### src/rtl/mem_access_unit.sv
// mem_access_unit: load/store access unit between the execute stage and the
// data memory. It accepts one request at a time, drives word address, byte
// enables and lane-replicated store data, waits out the read latency, and
// returns the extracted, extended load result with a one-cycle valid pulse.
module mem_access_unit #(
  parameter int RD_LATENCY = 1,
  parameter int ADDR_W     = 30
) (
  input  logic              clk,
  input  logic              rst_n,
  input  logic              req_valid,
  output logic              req_ready,
  input  logic [1:0]        mem_write,
  input  logic [2:0]        mask,
  input  logic [31:0]       addr,
  input  logic [31:0]       wdata,
  output logic              dmem_en,
  output logic [3:0]        dmem_we,
  output logic [ADDR_W-1:0] dmem_addr,
  output logic [31:0]       dmem_wdata,
  input  logic              dmem_ready,
  input  logic [31:0]       dmem_rdata,
  output logic              resp_valid,
  output logic [31:0]       resp_data,
  output logic              resp_err
);

  typedef enum logic [1:0] {IDLE, ISSUE, WAIT, RESP} state_t;

  localparam logic [2:0] CNT_INIT = 3'(RD_LATENCY - 1);

  state_t      state;
  logic [2:0]  cnt;
  logic [1:0]  mw_r;
  logic [2:0]  mask_r;
  logic [31:0] addr_r;
  logic [31:0] wdata_r;
  logic        err_r;

  // Misaligned halves/words and undefined load types are rejected.
  function automatic logic req_error(input logic [1:0] mw, input logic [2:0] mk,
                                     input logic [1:0] off);
    logic bad;
    bad = 1'b0;
    unique case (mw)
      2'b00: begin
        case (mk)
          3'b000, 3'b011: bad = 1'b0;
          3'b001, 3'b100: bad = off[0];
          3'b010:         bad = (off != 2'b00);
          default:        bad = 1'b1;
        endcase
      end
      2'b01: bad = 1'b0;
      2'b10: bad = off[0];
      2'b11: bad = (off != 2'b00);
    endcase
    return bad;
  endfunction

  // Big-endian lane select followed by sign or zero extension.
  function automatic logic [31:0] load_extend(input logic [2:0] mk, input logic [1:0] off,
                                              input logic [31:0] rd);
    logic [7:0]  b;
    logic [15:0] h;
    logic [31:0] res;
    unique case (off)
      2'd0: b = rd[31:24];
      2'd1: b = rd[23:16];
      2'd2: b = rd[15:8];
      2'd3: b = rd[7:0];
    endcase
    h = off[1] ? rd[15:0] : rd[31:16];
    case (mk)
      3'b000:  res = {{24{b[7]}}, b};
      3'b001:  res = {{16{h[15]}}, h};
      3'b011:  res = {24'b0, b};
      3'b100:  res = {16'b0, h};
      default: res = rd;
    endcase
    return res;
  endfunction

  // Request FSM: capture, issue, wait out read latency, respond.
  // Errored requests still pass through ISSUE (with dmem_en suppressed) so the
  // error response lands two cycles after acceptance like a store.
  always_ff @(posedge clk) begin
    // NOTE: non-blocking assignments here so every register samples pre-edge values.
    if (!rst_n) begin
      state     <= IDLE;
      cnt       <= '0;
      mw_r      <= '0;
      mask_r    <= '0;
      addr_r    <= '0;
      wdata_r   <= '0;
      err_r     <= 1'b0;
      resp_data <= '0;
      resp_err  <= 1'b0;
    end else begin
      unique case (state)
        IDLE: begin
          if (req_valid) begin
            mw_r      <= mem_write;
            mask_r    <= mask;
            addr_r    <= addr;
            wdata_r   <= wdata;
            err_r     <= req_error(mem_write, mask, addr[1:0]);
            resp_err  <= req_error(mem_write, mask, addr[1:0]);
            resp_data <= '0;
            state     <= ISSUE;
          end
        end
        ISSUE: begin
          if (err_r) begin
            state <= RESP;
          end else if (dmem_ready) begin
            if (mw_r == 2'b00) begin
              cnt   <= CNT_INIT;
              state <= WAIT;
            end else begin
              state <= RESP;
            end
          end
        end
        WAIT: begin
          if (cnt == 3'd0) begin
            resp_data <= load_extend(mask_r, addr_r[1:0], dmem_rdata);
            state     <= RESP;
          end else begin
            cnt <= cnt - 3'd1;
          end
        end
        RESP: begin
          resp_data <= '0;
          resp_err  <= 1'b0;
          state     <= IDLE;
        end
      endcase
    end
  end

  assign req_ready  = (state == IDLE);
  assign resp_valid = (state == RESP);
  assign dmem_en    = (state == ISSUE) && !err_r;
  assign dmem_addr  = addr_r[ADDR_W+1:2];

  // Byte enables and replicated store data decoded from the registered request.
  always_comb begin
    // NOTE: defaults first so no path through this block infers a latch.
    dmem_we    = 4'b0000;
    dmem_wdata = 32'h0;
    unique case (mw_r)
      2'b00: dmem_wdata = 32'h0;
      2'b01: begin
        dmem_wdata = {4{wdata_r[7:0]}};
        if (dmem_en) dmem_we = 4'b1000 >> addr_r[1:0];
      end
      2'b10: begin
        dmem_wdata = {2{wdata_r[15:0]}};
        if (dmem_en) dmem_we = addr_r[1] ? 4'b0011 : 4'b1100;
      end
      2'b11: begin
        dmem_wdata = wdata_r;
        if (dmem_en) dmem_we = 4'b1111;
      end
    endcase
  end

endmodule

### config.mk
export PLATFORM = sky130hd
export DESIGN_NAME = mem_access_unit
export DESIGN_NICKNAME = d
export VERILOG_FILES = /design/src/rtl/mem_access_unit.sv
export SDC_FILE = /design/constraint.sdc
export NUM_CORES = 1
export LEC_CHECK = 0
export BUFFER_PORTS_ARGS = -buffer_cell sky130_fd_sc_hd__buf_2
export CAP_MARGIN = 10
export CORE_ASPECT_RATIO = 2
export CORE_MARGIN = 2
export CORE_UTILIZATION = 46
export CTS_BUF_LIST = sky130_fd_sc_hd__clkbuf_8
export DETAILED_ROUTE_END_ITERATION = 10
export PLACE_DENSITY_LB_ADDON = 0.3
export SLEW_MARGIN = 20
export SYNTH_ARGS = -nofsm -noshare
export SYNTH_HDL_FRONTEND = slang
export SYNTH_SLANG_ARGS = --single-unit
### constraint.sdc
create_clock -name clk -period 1.8 [get_ports clk]
set_input_delay 0.18 -clock clk [delete_from_list [all_inputs] [get_ports clk]]
set_output_delay 0.18 -clock clk [all_outputs]
set_load 0.02 [all_outputs]
==> summary.md <==
| Metric | Value |
|---|---|
| Status | `complete, but fails checks` |
| Violated checks | `negative setup slack` |
| Clock power frac | `0.177` |
| Hold Crit Depth | `3` |
| Clk slew on worst S/H paths | `130 ps` |
| Post-Syn Area | `5507 um2` |
| Pre-CTS setup slack | `-292.8 ps` |
| Worst-case clock buffer depth | `2` |
| Area Growth Syn to Fin | `30.04%` |
| Post-DRT Antenna Nets | `0` |
| Max Cap Viol | `0` |
| H-Tree Depth | `3` |
| FF+latch count, synth | `108` |
| Average size of a mapped cell | `8.110 um2` |
| Hold endpoint | `addr_r[31]` |
| Gr ovfl total | `0` |
| Worst Path Class, Setup | `flop to output pin` |
| Tot GR Track Use | `0.2534` |
| Setup-failing EPs final | `4` |
| Maximum VDD drop | `684.1 uV` |
| Largest net degree at the start of global routing | `71` |
| First-pass GRT wire length | `25.81 mm` |
| Layout Skew | `21.68 ps` |
| Worst Setup Start Kind | `flop` |
| Number of DRC markers in iteration 0 | `241` |
| Share of the synthesized area in the top cell type | `0.3926` |
| Hold Violations, Final | `0` |
| Minimum clock period | `1824 ps` |
| Headroom to the max-slew limit | `0.6639` |
| Row count | `56` |
| FMAX | `548.3 MHz` |
| Routed WL | `17.02 mm` |
| Static leakage | `3.236 nW` |
| I/O pin total | `207` |
| Nets | `976` |
| DP HPWL | `12.61 mm` |
| Clock sinks | `108` |
| Min-Delay Path Class | `input port to flop` |
| CP endpoint kind | `output pin` |
| Layout cells sized above 1 | `0.3690` |
| EDFF count, synth | `0` |
| Seq pwr share | `0.360` |
| Die area | `12920 um2` |
| Reg2reg setup slack | `70 ps` |
| List of most frequent post-synthesis cells | `nand2_1, dfxtp_1, a21oi_1` |
| Final slew viol count | `0` |
| Net switching power | `0.003756 W` |
| Origin of the critical flop-to-flop path | `mask_r[1]` |
| Die height | `158.7 um` |
| Most common cell in the synthesized netlist | `nand2_1` |
| CTS tree | `done` |
| Die width | `81.37 um` |
| Vias/cell | `5.466` |
| Wire per inst | `16.74 um` |
| Vias post-DR | `5559` |
| Worst-path maximum fanout | `7` |
| RSZ-0062 raised after global routing | `yes` |
| Ys Warns | `0` |
| Worst hold start | `addr[31]` |
| Initial antenna violation count | `2` |
| Clock latency on the worst-skew pair | `390 ps` |
| Core Box Area | `11700 um2` |
| CP Data Required Time | `1620 ps` |
| Dominant synthesized flop cell | `dfxtp_1` |
| WP data arrival | `1640 ps` |
| Top cells by area, synth | `dfxtp_1, nand2_1, a21oi_1` |
| Syn nets | `790` |
| Combinational share of power | `0.463` |
| Starting density of the core | `0.4706` |
| DR pass1 iterations | `5` |
| Ys async rst share | `0` |
| GP Congestion | `0.9027` |
| PnR worst setup slack | `-23.93 ps` |
| DRC | `0` |
| Setup TNS | `-54.15 ps` |
| PwrDens | `1229 nW/um2` |
| Worst reg2reg path endpoint | `resp_data[6]` |
| Num CTS Buffers | `9` |
| Pint | `0.005043 W` |
| Final period utilization | `1.013` |
| Crit path from | `mw_r[1]` |
| Synthesized netlist cell count | `679` |
| Sw Ratio | `0.4269` |
| Worst slew pin tran | `502.4 ps` |
| Distinct cells, synth | `54` |
| FF-to-FF path depth | `4` |
| Total power | `0.008800 W` |
| I/O Buffers | `206` |
| Area leader, netlist | `dfxtp_1` |
| Seq/Total Area, Yosys | `0.3926` |
| Vias in the first global route | `5500` |
| Root Driver | `clkbuf_8` |
[kinds of logic (layout without fill, tap and decap cells)]
family / count (synthesis) / after routing / share of synthesized area
buffers and inverters: 90 / 281 / 0.08861
muxes: 28 / 28 / 0.06067
and+or+nand+nor: 249 / 249 / 0.1911
AOI/OAI and AO/OA: 193 / 193 / 0.2440
other: 0 / 2 / 0
adders and majority gates: 6 / 6 / 0.01363
DFF: 108 / 108 / 0.3926
xor gates and xnor gates: 5 / 5 / 0.009318
[worst max-delay path, cell delays in order, from the launching register on]
cell,delay [ps]
dfxtp_4,430
clkbuf_16,170
mux2_2,330
a22o_1,200
buf_6,130
[layer usage]
metal / wire (um) / global-route usage
met5: 0 / 0
met4: 1003 / 0.1649
met3: 1085 / 0.04773
met2: 9081 / 0.4601
met1: 5852 / 0.2464
[cell type report]
type / instances / area (um2)
flip-flops and latches: 108 / 2180
clock buffers: 9 / 123.9
repair buffers: 254 / 1594
inverters: 11 / 41.29
fillers: 1059 / 4541
multi-input cells: 481 / 2947
clock inverters: 7 / 88.84
diodes: 2 / 5.005
well taps: 145 / 181.4
[worst max path at each step]
stage	to	slack (ps)	cells past startpoint
finish	dmem_wdata[18]	-20	4
detailed placement	resp_data[20]	-290	4
global route	dmem_wdata[18]	-80	4
CTS	dmem_wdata[23]	-60	4
global placement	resp_data[31]	-190	4
floorplan	resp_err	60	7
[power groups by stage]
stage	Combinational [W]	Clock [W]	Sequential, W
after floorplan	0.00262	0	0.00320
after global placement	0.00372	0	0.00317
after detailed placement	0.00383	0	0.00319
after CTS	0.00391	0.00159	0.00315
after global routing	0.00441	0.00168	0.00322
final	0.00408	0.00155	0.00317
[per-stage QoR]
| stage | utilization | hold WS [ps] | cell area (um2) | cells |
|---|---|---|---|---|
| finish | 0.6120 | 15.65 | 7161 | 1017 |
| global route | 0.6120 | 1.075 | 7161 | 1017 |
| CTS | 0.5941 | 1.889 | 6952 | 1010 |
| detailed placement | 0.5635 | 426.2 | 6594 | 985 |
| global placement | 0.5635 | 419.7 | 6594 | 985 |
| floorplan | - | 316.0 | 5509 | 679 |
[placed cells by master, fill, tap and decap left out, types with 9 or more instances in the layout]
master     synthesis  layout
o21ai_1            1       9
buf_2              9     193
mux2_2            23      16
nand2_1          173     168
o22ai_1            9       9
a21oi_1           75      74
nor2b_1           17      16
nand3_1            9       9
buf_4             32      35
nor2_1            28      27
a2bb2oi_1         14      14
inv_1             10      10
o21ai_0           27      19
a22oi_1           16      16
clkbuf_8           0       9
a22o_1            10      10
buf_6              1      10
o2bb2ai_2         10      10
dfxtp_1          108     102
[registers in the layout, summed over array words and instances, names as in the netlist]
signal and flops:
mask_r 3, wdata_r 32, resp_data 32, resp_err 1, addr_r 32, cnt 3
mw_r 2, state 2, err_r 1
[timing repair]
action	CTS	global route
setup buffers	2	4
hold buffers	6	2
gates cloned	1	1
setup endpoints to repair	53	70
hold endpoints to repair	6	2
pin swaps	1	3
resized for setup	12	51
No activity file was read; power rests on OpenSTA's default activity.
